$ cat src/rtl/fetch_pkg.sv
// fetch_pkg: shared types and constants for the fetch sequencer.
//   fetch_state_t        : IDLE / REQ / VALID fetch FSM states
//   XLEN_DEFAULT         : default address/data width
//   RESET_VECTOR_DEFAULT : default PC after reset
//   PC_STEP              : byte increment between sequential instructions
//   ALIGN_MASK           : low address bits forced to zero on redirect
package fetch_pkg;

    typedef enum logic [1:0] {
        IDLE  = 2'd0,
        REQ   = 2'd1,
        VALID = 2'd2
    } fetch_state_t;

    localparam int          XLEN_DEFAULT         = 32;
    localparam logic [31:0] RESET_VECTOR_DEFAULT = 32'h0000_0000;
    localparam int          PC_STEP              = 4;
    localparam int          ALIGN_MASK           = 3;

endpackage

$ cat src/rtl/fetch_perf_counters.sv
// fetch_perf_counters: saturating event counters for the fetch sequencer.
// Only instantiated when FETCH_PERF_EN is defined.
// Ports:
//   clk, rst     : clock, async active-low reset
//   fetch_evt    : an instruction was handed to decode this cycle
//   stall_evt    : fetch was stalled this cycle (decode or imem waiting)
//   fetch_count  : saturating count of fetch_evt
//   stall_count  : saturating count of stall_evt
module fetch_perf_counters (
    input  logic        clk,
    input  logic        rst,
    input  logic        fetch_evt,
    input  logic        stall_evt,
    output logic [31:0] fetch_count,
    output logic [31:0] stall_count
);

    always_ff @(posedge clk or negedge rst) begin
        if (!rst) begin
            fetch_count <= '0;
            stall_count <= '0;
        end else begin
            // Counters stick at all-ones rather than wrapping.
            if (fetch_evt && fetch_count != '1) fetch_count <= fetch_count + 32'd1;
            if (stall_evt && stall_count != '1) stall_count <= stall_count + 32'd1;
        end
    end

endmodule

$ cat src/rtl/fetch_ctrl.sv
// fetch_ctrl: fetch sequencer. Owns the PC, issues one outstanding
// instruction-memory request at a time, buffers the returned word for
// decode behind a valid/ready handshake, and applies branch redirects.
// Optional macro FETCH_PERF_EN adds fetch_count / stall_count outputs.
// Ports:
//   clk, rst                 : clock, async active-low reset
//   branch, zero             : redirect when both are high
//   branch_dest              : redirect target (low two bits ignored)
//   imem_req, imem_addr      : fetch request, held until imem_ack
//   imem_ack, imem_rdata     : single-cycle response strobe + data
//   inst_valid, inst, inst_pc: buffered instruction to decode
//   inst_ready               : decode accepts inst
//   pc                       : architectural fetch PC
//   fetch_count, stall_count : perf counters (FETCH_PERF_EN only)
module fetch_ctrl
    import fetch_pkg::*;
#(
    parameter int               XLEN         = XLEN_DEFAULT,
    parameter logic [XLEN-1:0]  RESET_VECTOR = XLEN'(RESET_VECTOR_DEFAULT)
) (
    input  logic            clk,
    input  logic            rst,
    input  logic            branch,
    input  logic            zero,
    input  logic [XLEN-1:0] branch_dest,
    output logic            imem_req,
    output logic [XLEN-1:0] imem_addr,
    input  logic            imem_ack,
    input  logic [XLEN-1:0] imem_rdata,
    output logic            inst_valid,
    output logic [XLEN-1:0] inst,
    output logic [XLEN-1:0] inst_pc,
    input  logic            inst_ready,
    output logic [XLEN-1:0] pc
`ifdef FETCH_PERF_EN
    ,
    output logic [31:0]     fetch_count,
    output logic [31:0]     stall_count
`endif
);

    fetch_state_t    state;
    logic            discard;
    logic            redirect;
    logic [XLEN-1:0] target;
    logic [XLEN-1:0] pc_inc;

    assign redirect = branch & zero & (state != IDLE);
    assign target   = branch_dest & ~XLEN'(ALIGN_MASK);
    assign pc_inc   = pc + XLEN'(PC_STEP);   // wraps silently at 2^XLEN

    always_ff @(posedge clk or negedge rst) begin
        if (!rst) begin
            state      <= IDLE;
            pc         <= RESET_VECTOR;
            imem_req   <= 1'b0;
            imem_addr  <= RESET_VECTOR;
            inst_valid <= 1'b0;
            inst       <= '0;
            inst_pc    <= RESET_VECTOR;
            discard    <= 1'b0;
        end else begin
            case (state)
                IDLE: begin
                    // Late acks from before reset land here and are ignored.
                    state     <= REQ;
                    imem_req  <= 1'b1;
                    imem_addr <= pc;
                end
                REQ: begin
                    if (imem_ack) begin
                        if (discard || redirect) begin
                            // Stale response: drop it and reissue at the
                            // (possibly just redirected) PC. imem_req stays
                            // high; the old request retired with this ack.
                            discard   <= 1'b0;
                            imem_addr <= redirect ? target : pc;
                            if (redirect) pc <= target;
                        end else begin
                            inst       <= imem_rdata;
                            inst_pc    <= imem_addr;
                            inst_valid <= 1'b1;
                            imem_req   <= 1'b0;
                            state      <= VALID;
                        end
                    end else if (redirect) begin
                        // Request cannot be aborted; remember to drop its data.
                        discard <= 1'b1;
                        pc      <= target;
                    end
                end
                VALID: begin
                    // A same-cycle handshake still consumes inst; the
                    // redirect only overrides the next PC.
                    if (redirect) begin
                        pc         <= target;
                        imem_addr  <= target;
                        imem_req   <= 1'b1;
                        inst_valid <= 1'b0;
                        state      <= REQ;
                    end else if (inst_ready) begin
                        pc         <= pc_inc;
                        imem_addr  <= pc_inc;
                        imem_req   <= 1'b1;
                        inst_valid <= 1'b0;
                        state      <= REQ;
                    end
                end
                default: state <= IDLE;
            endcase
        end
    end

`ifdef FETCH_PERF_EN
    fetch_perf_counters u_perf (
        .clk         (clk),
        .rst         (rst),
        .fetch_evt   (inst_valid & inst_ready),
        .stall_evt   ((inst_valid & ~inst_ready) | (imem_req & ~imem_ack)),
        .fetch_count (fetch_count),
        .stall_count (stall_count)
    );
`endif

endmodule

$ cat config.mk
export PLATFORM = sky130hd
export DESIGN_NAME = fetch_ctrl
export DESIGN_NICKNAME = d
export VERILOG_FILES = /design/src/rtl/fetch_pkg.sv /design/src/rtl/fetch_perf_counters.sv /design/src/rtl/fetch_ctrl.sv
export SDC_FILE = /design/constraint.sdc
export NUM_CORES = 1
export LEC_CHECK = 0
export ABC_AREA = 0
export BUFFER_PORTS_ARGS = -buffer_cell sky130_fd_sc_hd__buf_2
export CAP_MARGIN = 15
export CORE_ASPECT_RATIO = 1.25
export CORE_MARGIN = 8
export CORE_UTILIZATION = 35
export DETAILED_ROUTE_END_ITERATION = 16
export MAX_ROUTING_LAYER = met4
export PLACE_DENSITY_LB_ADDON = 0.08
export SETUP_SLACK_MARGIN = 0.02
export SYNTH_ARGS = -nofsm -noshare
export SYNTH_HDL_FRONTEND = slang
export SYNTH_HIERARCHICAL = 1
export SYNTH_SLANG_ARGS = --single-unit
$ cat constraint.sdc
create_clock -name clk -period 2.82 [get_ports clk]
set_clock_uncertainty 0.15 [all_clocks]
set_input_delay 0.141 -clock clk [delete_from_list [all_inputs] [get_ports clk]]
set_output_delay 0.141 -clock clk [all_outputs]
set_load 0.02 [all_outputs]
; Word-level counts from Yosys, hierarchy flattened
; Index checks and enable logic that the tools add are counted.
[word_totals]
ff_bits = 133
latch_bits = 0
ram_bits = 0
romBits = 0
in_bits = 70
output_inout_bits = 130
elab_cells = 59
n_memories = 0
[op_classes]
addsub = 1
mul = 0
n_div = 0
order_cmp = 0
eq_ne = 8
shifts = 0
mux = 26
bitwise_logic = 3
reduce_logical = 13
[ops]
columns = op, count
row1 = $mux 32, 6
row2 = $pmux 32 s3, 1
row3 = $pmux 32 s2, 1
row4 = $add 32x3->32 const B, 1
row5 = $reduce_and 3->1, 4
row6 = $reduce_and 4->1, 3
row7 = $mux 1, 11
row8 = $mux 2, 4
row9 = $ne 2x2->1 const B, 3
row10 = $ne 3x3->1 const B, 2
row11 = $pmux 2 s3, 1
row12 = $reduce_bool 2->1, 3
row13 = $pmux 1 s3, 1
row14 = $reduce_bool 3->1, 1
row15 = $and 1x1->1, 2
row16 = $eq 2x1->1 const B, 1
row17 = $eq 2x2->1 const B, 1
row18 = $logic_not 2->1, 1
row19 = $ne 2x1->1 const B, 1
row20 = $pmux 1 s2, 1
row21 = $logic_or 1x1->1, 1
row22 = $not 1->1, 1

; Logic depth before layout (Yosys ltp)
; Gate-level depths: netlist of run 1.
[logic_depth]
ltp_word = 6
ltp_mapped = 11

; Worst setup path after synthesis of run 1
; Ideal clock, no wire load.
[synth_path]
path_type = register -> register
start = register state[0]
end = register inst[23]
setup_ns = 0.125
arrival_time_ns = 2.032
required_time_ns = 2.545
path_slack_ns = 0.513
path_stages_with_launch = 9
cell_sequence = dfrtp_1 inv_1 ha_1 and3b_1 buf_2 nor3_1 buf_2 buf_2 mux2_2
[synth_between]
elab_chain_cells = 5
word_cells_on_any_way = 6
[synth_lines]
columns = element, line_no
row1 = "start, declared", fetch_ctrl.sv:42  ; fetch_state_t state;
row2 = "start signal, assigned", fetch_ctrl.sv:54  ; state <= IDLE;
row3 = "start signal, assigned", fetch_ctrl.sv:66  ; state <= REQ;
row4 = "start signal, assigned", fetch_ctrl.sv:84  ; state <= VALID;
row5 = $reduce_bool 2->1, fetch_ctrl.sv:48  ; assign redirect = branch & zero & (state != IDLE);
row6 = $and 1x1->1, fetch_ctrl.sv:48
row7 = $logic_or 1x1->1, fetch_ctrl.sv:72  ; if (discard || redirect) begin
row8 = $not 1->1 (no line), -
row9 = $reduce_and 3->1 (no line) (*), -
row10 = "end signal, assigned", fetch_ctrl.sv:80  ; inst <= imem_rdata;
row11 = "end, declared", fetch_ctrl.sv:31  ; output logic [XLEN-1:0] inst,
; Mark *: on every way between the ends. The rest lies on a longest branch, timed or not.
; A chain may end at the register's enable or synchronous reset.

; Worst setup path in the final report of run 1
[layout_path]
start = register pc[2]
end = register imem_addr[28]
[layout_between]
elab_chain_cells = 4
[layout_lines]
columns = element, line_no
row1 = "start, declared", fetch_ctrl.sv:34  ; output logic [XLEN-1:0] pc
row2 = "start signal, assigned", fetch_ctrl.sv:78  ; if (redirect) pc <= target;
row3 = "start signal, assigned", fetch_ctrl.sv:89  ; pc <= target;
row4 = "start signal, assigned", fetch_ctrl.sv:96  ; pc <= target;
row5 = $add 32x3->32, fetch_ctrl.sv:50  ; assign pc_inc = pc + XLEN'(PC_STEP);
row6 = $mux 32, fetch_ctrl.sv:101  ; end else if (inst_ready) begin
row7 = $mux 32, fetch_ctrl.sv:95  ; if (redirect) begin
row8 = $pmux 32 s3, fetch_ctrl.sv:63  ; case (state)
row9 = "end signal, assigned", fetch_ctrl.sv:68  ; imem_addr <= pc;
row10 = "end signal, assigned", fetch_ctrl.sv:97  ; imem_addr <= target;
row11 = "end signal, assigned", fetch_ctrl.sv:103  ; imem_addr <= pc_inc;
row12 = "end, declared", fetch_ctrl.sv:27  ; output logic [XLEN-1:0] imem_addr,
; Every way passes these cells. The select of a mux whose other input is x is not followed.

==> results summary, run 1 <==
The run finished with clean final reports. The number of levels in the clock H-tree came out at 4. The number of endpoints with negative hold slack in the final report was 0. The top-level port count is 200.

For this design the static power due to leakage is 4.331 nW. The number of max-cap violations came out at 0. The path type of the worst min-delay path is input port to flop.

The floorplan core area is 20170 um2. The top cell type by total area after synthesis is dfrtp_1. The compound-gate portion of the synthesized area came out at 20.01%.

Summing the sequential cell areas from Yosys gives between 40 and 50% of the chip area. For this run, the detailed router's first-pass iteration total came to 5. The type of element capturing the critical path is a flop.

The most frequently used cell type in the post-synthesis netlist is dfrtp_1. The full die area is 25440 um2. The number of rows created at floorplan is 58.

The worst pin sits at a relative slew slack of between 50% and 60%. The accumulated negative setup slack is 0 ns. The launch point of the worst path is pc[2]$_DFFE_PN0P_.

The die is around 140 um wide. The routed wire length came out at 25.39 mm. The synthesized flop and latch total is about 130. The critical path ends at imem_addr[28]$_DFFE_PN0P_. The share of synthesized registers carrying an async set or reset came out at 100.0%.

The mean area per synthesized cell is 9.371 um2. The largest fanout on the critical path came out at 9. The final number of max-transition violations was 0. The congestion estimate from routability-driven global placement came to 0.8629. The reg-to-reg setup timing slack came out at 0.23 ns. In the final design database the tool counted between 1k and 1.5k nets.

Setup repair after global routing left no endpoint under its margin. The area share of the largest cell type after synthesis is between 40% and 50%. The share of cells above drive strength 1 is around 34%.

The critical path is of the flop to flop type. Port buffering added just under 200 buffers. The die extent in y came out at 176.3 um. In the synthesized netlist, the number of instances is 768.

The count of cells along the worst register-to-register path is 7. The initial detailed-routing violation count came out at 537. The number of enable-type register cells in the synthesized netlist came out at 0. The initial antenna violation count is 0. The cell sitting at the root of the clock tree is a clkbuf_16. In this run, distinct cell masters in the synthesized netlist total 61. The largest net degree at the start of global routing came out at 74. The peak ir drop on the vdd network is 0.6533 mV.

The post-synthesis net count came out at ~840. The later pin in the worst-skew pair is clocked with a latency of approximately 0.42 ns. Global routing used 20.52% of the available tracks. The via count of the first global-routing pass came out at 6772. The total grt overflow is 0.

The synthesized netlist devotes 15.75% of its cell area to simple gates. After Yosys synthesis, full adders, half adders and majority gates account for less than 1% of the synthesized area. For the pin with the worst max-slew slack, the measured transition is 0.6222 ns. The total clock buffers created by CTS came out at 17. Setup violations remaining at the end of the flow were counted as 0. The antenna cell count came out at 0.

The period utilization came out at about nine tenths. The count of antenna-violating nets left after detailed routing came out at 0. During synthesis, Yosys emitted a total of 6 warnings.

The clock-pin slew of the registers on the worst-case setup and hold paths is 0.07 ns. The via density per instance came out at between 5 and 6. The achievable frequency is between 0.3 and 0.4 GHz.

The total clock sinks is about 130. At the worst endpoint, the required time is slightly below 3 ns. For this run, design rule violations remaining after detail routing come to 0. In the synthesized netlist the dominant register cell turns out to be dfrtp_1.

In this run the deepest clock path goes through 2 buffers. For the worst setup path, the data arrival time is 2.74 ns. The worst register-to-register path ends at imem_addr[28]$_DFFE_PN0P_. TritonCTS built the clock tree. The proportion of synthesized area in mux cells came out at 11.42%. After synthesis, the largest family of logic cells by area is compound AO/OA/AOI/OAI gates. The worst hold slack across all endpoints came out at 0.01601 ns. After detailed routing, the average wire length per cell comes to 19.67 um. The xor and xnor fraction of the mapped netlist area came out at 0.8519%.

Ranked by instance count, the synthesized netlist is headed by dfrtp_1 (133), nand2_1 (73), a21oi_1 (64), mux2_2 (64), nor2_1 (64). The first global-routing pass estimated ~40 mm of wire. Detailed placement finished with a half-perimeter wire length of between 15 and 20 mm. The synthesis-to-layout area growth came out at 36.09%. The summed instance area of the synthesized netlist is just over 7000 um2. Counting I/O delays and the setup requirement, the final critical path takes 2.585 ns. Detailed routing inserted a total of 6888 vias. Power spread over the standard cell area amounts to around 1400 nW/um2. In this run the critical register-to-register path is launched from pc[2]$_DFFE_PN0P_.

STA classifies the critical path startpoint as a flop. Yosys attributes the largest share of cell area to dfrtp_1 (46%), mux2_2 (10%), a21oi_1 (4.5%). The starting density of the core came out at 35.67%.
==> registers in the layout, summed over array words and instances (netlist names) <==
name / cells
discard: 1
imem_addr: 32
imem_req: 1
inst: 32
inst_pc: 32
inst_valid: 1
pc: 32
state: 2
==> stage by stage <==
stage	cell area (um2)	worst slack, ns	power [mW]	util (%)	std cells
final	9794	0.2347	13.30	48.55	1291
after global routing	9794	0.02416	14.22	48.55	1291
after CTS	9789	0.1682	13.39	48.52	1291
after detailed placement	8615	0.2004	10.91	42.70	1205
after global placement	8615	0.2024	10.87	42.70	1205
after floorplan	7197	0.5128	8.210	-	768
==> per-layer routing <==
layer  global-route usage [%]  routed length [um]  up-vias  share of wire, %
met5                        -                   0        -                 0
met4                    5.910                 435        0               1.7
met3                    3.757                1830       32               7.2
met2                    30.83               11510      255                45
met1                    27.74               11610     3295                46
li1                         -                   -     3306                 -
==> worst min path at each step <==
stage	startpoint	end	slack, ns	cells past startpoint
after CTS	branch_dest[10]	pc[10]$_DFFE_PN0P_	0.003	5
after global routing	branch_dest[20]	pc[20]$_DFFE_PN0P_	0.04	5
final	branch_dest[10]	pc[10]$_DFFE_PN0P_	0.02	5
after global placement	rst	inst[2]$_DFFE_PN0P_	0.03	1
after floorplan	rst	discard$_DFFE_PN0P_	-0.30	0
after detailed placement	rst	inst[26]$_DFFE_PN0P_	0.03	1
==> where the power goes <==
| group | switching (mW) | leakage [nW] | total (mW) | internal (mW) |
|---|---|---|---|---|
| clock | 0.912 | 0.305 | 2.40 | 1.49 |
| combinational | 4.58 | 2.45 | 7.28 | 2.71 |
| sequential | 0.782 | 1.58 | 3.62 | 2.84 |
| total | 6.27 | 4.33 | 13.3 | 7.04 |
==> repair_timing <==
action | 4_1_cts | 5_1_grt
hold buffers | 55 | 0
buffers inserted | 0 | 0
hold endpoints to repair | 113 | 0
gates resized for setup | 0 | 1
setup endpoints to repair | 0 | 2
==> critical path, stage by stage (launching register included) <==
cell and delay [ns]:
dfrtp_1 0.51, ha_1 0.30, and3_1 0.33, nand2_1 0.24, nor3_1 0.43, xnor2_1 0.17
o211ai_1 0.12, a22o_1 0.22
==> placed cells by master (no fill, tap or decap), drive strengths merged, types with 5 or more instances in the layout <==
master | synthesis | routed
mux2 | 65 | 65
and4 | 5 | 5
nand3 | 38 | 38
dfrtp | 133 | 133
o211ai | 5 | 5
and3 | 11 | 11
nor3 | 16 | 16
dlygate4sd3 | 0 | 55
inv | 5 | 10
o221ai | 5 | 5
a211oi | 6 | 6
buf | 38 | 239
o22ai | 16 | 16
a221oi | 6 | 6
a21boi | 5 | 5
clkbuf | 34 | 17
ha | 5 | 5
a21oi | 64 | 64
a31oi | 17 | 17
nand4 | 14 | 14
o22a | 11 | 11
nor2 | 65 | 65
o21ai | 64 | 64
mux2i | 9 | 9
nand2 | 74 | 74
clkinv | 1 | 5
==> kinds of logic (layout without fill, tap and decap cells) <==
kind of cell    Yosys count  after routing
xor+xnor                  7              7
mux                      74             74
buf+inv                  78            331
simple gates            240            240
fa+ha+maj                 5              5
flops                   133            133
compound gates          231            231
==> layout make-up <==
type / count / area, um2
timing repair buffer: 294 / 1946
multi-input combinational: 557 / 3536
sequential: 133 / 3328
tap: 270 / 337.8
clock buffer: 17 / 425.4
inverter: 6 / 22.52
clock inverter: 14 / 198.9
fill: 1969 / 10380
(Power assumes the default switching activity.)
==> run 2: changes to the inputs <==
CELL_PAD_IN_SITES_DETAIL_PLACEMENT = 0   (was not set)
CELL_PAD_IN_SITES_GLOBAL_PLACEMENT = 1   (was not set)
==> run 2 against run 1 <==
Compared with the run above:
- combinational power grew 2%
- clock-buffer cell count grew 1
- via count grew 2.8%
- hold slack lost 0.00063 ns
- flip-flop and latch count is the same
- routed wire length grew 4.2%
- maximum frequency grew 0.91%
- sequential share of layout area shrank 0.061 points
- critical endpoint is now imem_addr[15]$_DFFE_PN0P_
- largest cell class unchanged
- largest power group unchanged
==> results summary, run 2 (synthesis results as in run 1) <==
The flow ran to the end, and the final reports show no timing, DRC or antenna violations. The H-tree was split into 4 levels. The full die area came out at 25440 um2. The delay of the slowest critical-path stage came out at about 0.41 ns. The antenna cell count is 0.

The clock-pin slew of the registers on the worst-case setup and hold paths came out at approximately 0.070 ns. The net load switching power is ~6.4 mW. The floorplan core area came out at 20170 um2. Detailed routing inserted a total of approximately 7.1k vias.

The net count of the finished layout came out at about 1.1k. The via count of the first global-routing pass is between 7k and 8k. The total power consumption of the routed design came out at 13.25 mW.

The number of endpoints with negative hold slack in the final report is 0. The final estimated routing congestion in global placement is 0.8307. The buffer levels on the longest clock path came out at 2.

The type of element capturing the critical path is a flop. The cell-internal power came out at between 6 and 7 mW. The total clock sinks is 133.

The slew at the pin with the worst max-slew slack is 0.5564 ns. In this run the worst hold path is classified as input port to flop. Combinational cells account for 55.8% of the total power. The starting density of the core came out at 35.67%.

The final critical path takes up approximately 91% of the cycle. The power density over the cells came out at 1350 nW/um2. The part of the total power dissipated in the clock network came out at 16.2%. TritonCTS built the clock tree. The global-route wire length before repair came out at 40.66 mm. The half-perimeter wire length after placement is about 19 mm. The total instance count after detailed placement came out at 1211. Setup repair after global routing left no endpoint under its margin. The total clock buffers created by CTS is 17. After detailed routing, the total wire length is 26.46 mm. The commonest non-fill, non-tap cell in the layout is buf_2.

The initial detailed-routing violation count is 444. The later pin in the worst-skew pair is clocked with a latency of 0.42 ns. Entering global routing, the biggest net connects 67 pins. The share of cells above drive strength 1 is between 30% and 40%. Compared with the post-synthesis result, the final layout area differs by 36.34%. The top cell types in the final layout, fill and taps aside, are buf_2 (196), dfrtp_1 (133), nand2_1 (73). Registers are responsible for 28.0% of the overall power. The width of the die came out at 144.3 um. The die extent in y came out at 176.3 um. The quantity of I/O buffers inserted on ports came out at 197. After detailed routing, the number of remaining DRC violations is 0.

Summed over all failing endpoints, the final setup total negative slack is 0 ns. Data on the critical path arrives at its endpoint at 2.78 ns. The filler cell count is 1981.

Along the worst path, the maximum fanout reaches 35. The top-level port count came out at 200. The peak ir drop on the vdd network is approximately 0.57 mV. The final number of max-transition violations is 0.

In this run the static leakage power is 4.357 nW. Row generation in the floorplan step produced 58 rows. The total iterations of the first detailed-routing run came out at 5.

CTS placed an instance of clkbuf_16 at the clock tree root. The net switching fraction of the power is around half. The achievable frequency is 0.3903 GHz. STA classifies the critical path startpoint as a flop. The initial antenna violation count came out at 0.

Traced cell by cell, the critical path runs through inv_1, ha_1, and3b_2, nor3_1, buf_4, a211o_1, buf_12, a211oi_1, a21o_1. The count of endpoints failing setup in the final report came out at 0. Data on the critical path is required at its endpoint by 3.03 ns. Across every metal layer, demand over resource in global routing totals a little over a fifth.

The largest individual stage delay along the critical path comes from the cell a211oi_1. The start-to-end type of the worst setup path is flop to flop. The via density per instance came out at 5.441. Max-cap violations in this run came to 0. The non-filler instance count after layout came out at 1301. The count of antenna-violating nets left after detailed routing is 0. The worst slew margin relative to its limit came out at between 60 and 70%. After layout, the minimum clock period comes to between 2 and 3 ns.

The total grt overflow came out at 0. After detailed routing, the average wire length per cell comes to 20.34 um.
[run 2: changes by cell type in the layout (fill, tap and decap cells not counted), sizes merged]
cell,change
buf,+8
bufinv,-4
clkbuf,+1
clkinv,+1
dlygate4sd3,+1
inv,+3
[run 2: area by class of cell]
| class | instances | area, um2 | share of cell area, % |
|---|---|---|---|
| well taps | 270 | 337.8 | 3.443 |
| inverters | 6 | 22.52 | 0.2295 |
| clock inverters | 14 | 131.4 | 1.339 |
| multi-input cells | 557 | 3533 | 36.01 |
| clock buffers | 18 | 439.2 | 4.476 |
| repair buffers | 303 | 2019 | 20.58 |
| flip-flops and latches | 133 | 3328 | 33.92 |
[run 2: final timing paths]
kind                       slack, ns                startpoint                        end  cells past startpoint
hold / removal                  0.02            branch_dest[4]          pc[4]$_DFFE_PN0P_                      4
hold reg to reg                 0.34  imem_addr[0]$_DFFE_PN0P_   imem_addr[0]$_DFFE_PN0P_                      2
setup / recovery                0.26      state[0]$_DFFE_PN0P_  imem_addr[15]$_DFFE_PN0P_                      9
max in group asynchronous       1.73                       rst  imem_addr[10]$_DFFE_PN0P_                      3
setup reg to reg                0.26      state[0]$_DFFE_PN0P_  imem_addr[15]$_DFFE_PN0P_                      9
min in group asynchronous       0.09                       rst        inst[0]$_DFFE_PN0P_                      2
[run 2: critical path, delay by kind of cell, from the launching register on]
| family | cells | cell delay, ns |
|---|---|---|
| buf+inv | 3 | 0.45 |
| flops | 1 | 0.40 |
| simple gates | 2 | 0.39 |
| compound gates | 3 | 0.86 |
| fa+ha+maj | 1 | 0.25 |
[run 2: power groups by stage]
stage / clock network [mW] / logic, mW / registers [mW]
6_report: 2.15 / 7.39 / 3.71
4_1_cts: 2.21 / 7.44 / 3.70
3_3_place_gp: 0 / 7.25 / 3.68
5_1_grt: 2.27 / 8.01 / 3.85
3_5_place_dp: 0 / 7.35 / 3.74
2_1_floorplan: 0 / 3.69 / 4.52
[run 2: timing repair]
action,CTS,global route
gates resized for setup,0,2
hold buffers,56,0
endpoints found under the setup margin,0,3
setup buffers,0,2
endpoints found under the hold margin,156,0
[run 2: routing by layer]
| layer | up-vias | GRT usage, % | part of all wire, % |
|---|---|---|---|
| met4 | 0 | 7.084 | 1.7 |
| met2 | 289 | 33.70 | 47 |
| met5 | - | - | 0 |
| met1 | 3434 | 27.01 | 44 |
| met3 | 31 | 3.243 | 7.0 |
| li1 | 3325 | - | - |
[run 2: stage by stage]
stage | hold WS (ns) | worst slack, ns | instance area [um2] | utilization [%]
6_report | 0.01538 | 0.2581 | 9812 | 48.64
5_1_grt | 0.01681 | 0.1052 | 9812 | 48.64
4_1_cts | 0.002786 | 0.2062 | 9791 | 48.53
3_5_place_dp | -0.01526 | 0.2088 | 8660 | 42.92
3_3_place_gp | -0.02378 | 0.2771 | 8660 | 42.92
2_1_floorplan | -0.3046 | 0.5128 | 7197 | -
==> run 3: changes to the inputs <==
==> constraint.sdc (replaced) <==
create_clock -name clk -period 2.82 [get_ports clk]
set_clock_uncertainty 0.15 [all_clocks]
set_input_delay 0.282 -clock clk [delete_from_list [all_inputs] [get_ports clk]]
set_output_delay 0.282 -clock clk [all_outputs]
set_load 0.02 [all_outputs]
==> run 3 against run 2 <==
Compared with the run above:
- clock power grew 4%
- critical path depth up 1
- sequential power hardly changed
- combinational power fell by 0.5%
- utilization down 1.0 points
- die area unchanged
- clock-buffer cell count fell by 1
- hold slack improved by 0.018 ns
- design area fell by 2.1%
- maximum frequency fell by 2.3%
- highest routed layer unchanged
==> results summary, run 3 (synthesis results as in run 1) <==
The path class of the tightest hold or removal check is input port to flop. The clock latency at the later pin of the worst-skew pair came out at 0.42 ns. The antenna cell count came out at 0. The final routed DRC violation total is 0. The cell-internal power came out at 6.899 mW. The library cell used most frequently in the layout, excluding fill and tap cells, is buf_2. The worst slew margin relative to its limit came out at 56.52%. The number of levels in the clock H-tree is 4.

The detailed router placed 7025 vias in this run. Net switching is 48.18% of the power. The worst hold path terminates at pc[19]$_DFFE_PN0P_. The filler cell count is 1977. The clock-pin slew of the registers on the worst-case setup and hold paths came out at ~0.060 ns. The critical path is of the flop to flop type.

The part of the total power dissipated in the clock network is between 15 and 20%. The achievable frequency is 0.3813 GHz. The arrival time of data at the critical path endpoint came out at 2.76 ns.

Global routing finished with a remaining overflow of 0. The total clock buffers created by CTS is 17. The initial detailed-routing violation count came out at about 560.

The largest fanout on the critical path came out at 35. The time the worst path needs with I/O delays and setup is roughly 2.6 ns. The total clock sinks is about 130. The end of the worst register-to-register path is imem_addr[26]$_DFFE_PN0P_. Across the run, the number of max-cap violations was 0. The global-route total usage across every layer came out at 21.48%. Entering global routing, the biggest net connects 68 pins. The via count of the first global-routing pass came out at 7131.

Summed over all cells, the static leakage comes to 4.260 nW. Pin placement for this block handled 200 I/O pins. The longest clock path from root to sink contains 2 buffers.

STA classifies the critical path endpoint as a flop. The final number of max-transition violations was 0. The first detailed-routing pass ran for 5 iterations. The startpoint type of the worst setup path is a flop. The final layout contains routed wiring with a total length of 26.46 mm. The die is 176.3 um tall. The initial utilization of the core area, before any placement, comes to 35.67%. The fraction of power consumed by sequential logic came out at 28.0%. The peak ir drop on the vdd network is 0.6990 mV. Leaving out fill and tap cells, the most frequent cells in the layout are buf_2 (196), dfrtp_1 (133), nand2_1 (73). The flow ran to the end, and the final reports show no timing, DRC or antenna violations. The worst endpoint required time came out at 2.96 ns. The sequential cell area came out at 3328 um2.

The fraction of power consumed by combinational cells is 55.2%. TritonCTS built the clock tree. The number of rows created at floorplan came out at 58. In this run the most critical hold path is launched from branch_dest[19]. At the end of the flow, the number of nets in the layout was 1068. The instance count along the most critical hold path came out at 3. For the worst flop-to-flop path, the logic depth is 10. The beginning of the worst register-to-register path is state[0]$_DFFE_PN0P_. The initial antenna violation count is 0. The final estimated routing congestion in global placement is 0.8357. Setup repair after global routing left no endpoint under its margin. The count of endpoints failing setup in the final report came out at 0. The post-route netlist has 35.32% of its cells at a drive strength greater than 1. The first global-routing pass estimated 41.19 mm of wire. The period utilization came out at 92.99%.

The reg-to-reg setup timing slack came out at 0.20 ns. The net load switching power came out at roughly 6.4 mW. The full die area is 25440 um2. In the routed layout, each cell is associated on average with a via count of around 5.5. The buffer cell driving the clock tree root is clkbuf_16. The count of antenna-violating nets left after detailed routing came out at 0. The slew at the pin with the worst max-slew slack came out at 0.6522 ns.

The power density over the cells came out at ~1400 nW/um2. The wire-length estimate of the detail-placed layout is approximately 19 mm. The width of the die came out at between 100 and 150 um. For this run, the share of the core covered by cells in the final layout is 47.62%. The quantity of I/O buffers inserted on ports came out at just under 200. The synthesis-to-layout area growth came out at 33.50%. The floorplan core area came out at 20170 um2. The accumulated negative setup slack came out at 0 ns. The number of endpoints with negative hold slack in the final report is 0. The footprint of the multi-input gates came out at around 3500 um2.

The routed length per placed instance came out at 20.75 um.
run 3: area by class of cell:
type	instances	share of cell area, %
well taps	270	3.516
clock inverters	14	1.719
clock buffers	17	4.428
flip-flops and latches	133	34.64
multi-input cells	557	36.85
inverters	6	0.2344
repair buffers	278	18.61
run 3: critical path, cell delays in order, from the launching register on:
cell	delay, ns
dfrtp_1	0.40
inv_1	0.09
ha_1	0.24
and3b_2	0.29
buf_4	0.22
o21ai_1	0.11
a211o_1	0.35
buf_12	0.19
or3_1	0.31
o21ai_0	0.08
a31oi_1	0.06
run 3: timing repair:
action	CTS	global route
setup buffers	0	0
endpoints found under the hold margin	97	0
resized for setup	0	5
hold buffers	35	0
endpoints found under the setup margin	0	16
run 3: worst max path at each step:
stage / startpoint / end / slack [ns] / cells past startpoint
2_1_floorplan: state[0]$_DFFE_PN0P_ / inst[23]$_DFFE_PN0P_ / 0.51 / 8
3_3_place_gp: state[0]$_DFFE_PN0P_ / pc[10]$_DFFE_PN0P_ / 0.19 / 9
3_5_place_dp: state[0]$_DFFE_PN0P_ / pc[10]$_DFFE_PN0P_ / 0.12 / 9
4_1_cts: state[0]$_DFFE_PN0P_ / pc[10]$_DFFE_PN0P_ / 0.1 / 9
5_1_grt: state[0]$_DFFE_PN0P_ / imem_addr[30]$_DFFE_PN0P_ / 0.04 / 9
6_report: state[0]$_DFFE_PN0P_ / imem_addr[26]$_DFFE_PN0P_ / 0.20 / 10
run 3: stage by stage:
step | total power [mW] | hold slack, ns | cell area (um2) | setup slack (ns) | instances
finish | 13.31 | 0.03368 | 9608 | 0.1976 | 1275
global route | 14.24 | 0.03577 | 9608 | 0.04224 | 1275
CTS | 13.40 | 0.01822 | 9585 | 0.09892 | 1275
detailed placement | 11.08 | 0.1766 | 8645 | 0.1181 | 1209
global placement | 10.93 | 0.1751 | 8645 | 0.1886 | 1209
floorplan | 8.210 | -0.1636 | 7197 | 0.5128 | 768
run 3: power by group through the flow:
stage | clock (mW) | combinational [mW] | sequential, mW
2_1_floorplan | 0 | 3.69 | 4.52
3_3_place_gp | 0 | 7.23 | 3.70
3_5_place_dp | 0 | 7.31 | 3.77
4_1_cts | 2.29 | 7.37 | 3.74
5_1_grt | 2.36 | 7.99 | 3.89
6_report | 2.24 | 7.35 | 3.73
run 3: routing by layer:
| layer | routed length [um] | global-route usage (%) | vias to the layer above |
|---|---|---|---|
| met3 | 2187 | 4.514 | 28 |
| met2 | 12130 | 33.54 | 312 |
| met5 | 0 | - | - |
| met4 | 487 | 6.432 | 0 |
| li1 | - | - | 3284 |
| met1 | 11650 | 27.52 | 3401 |
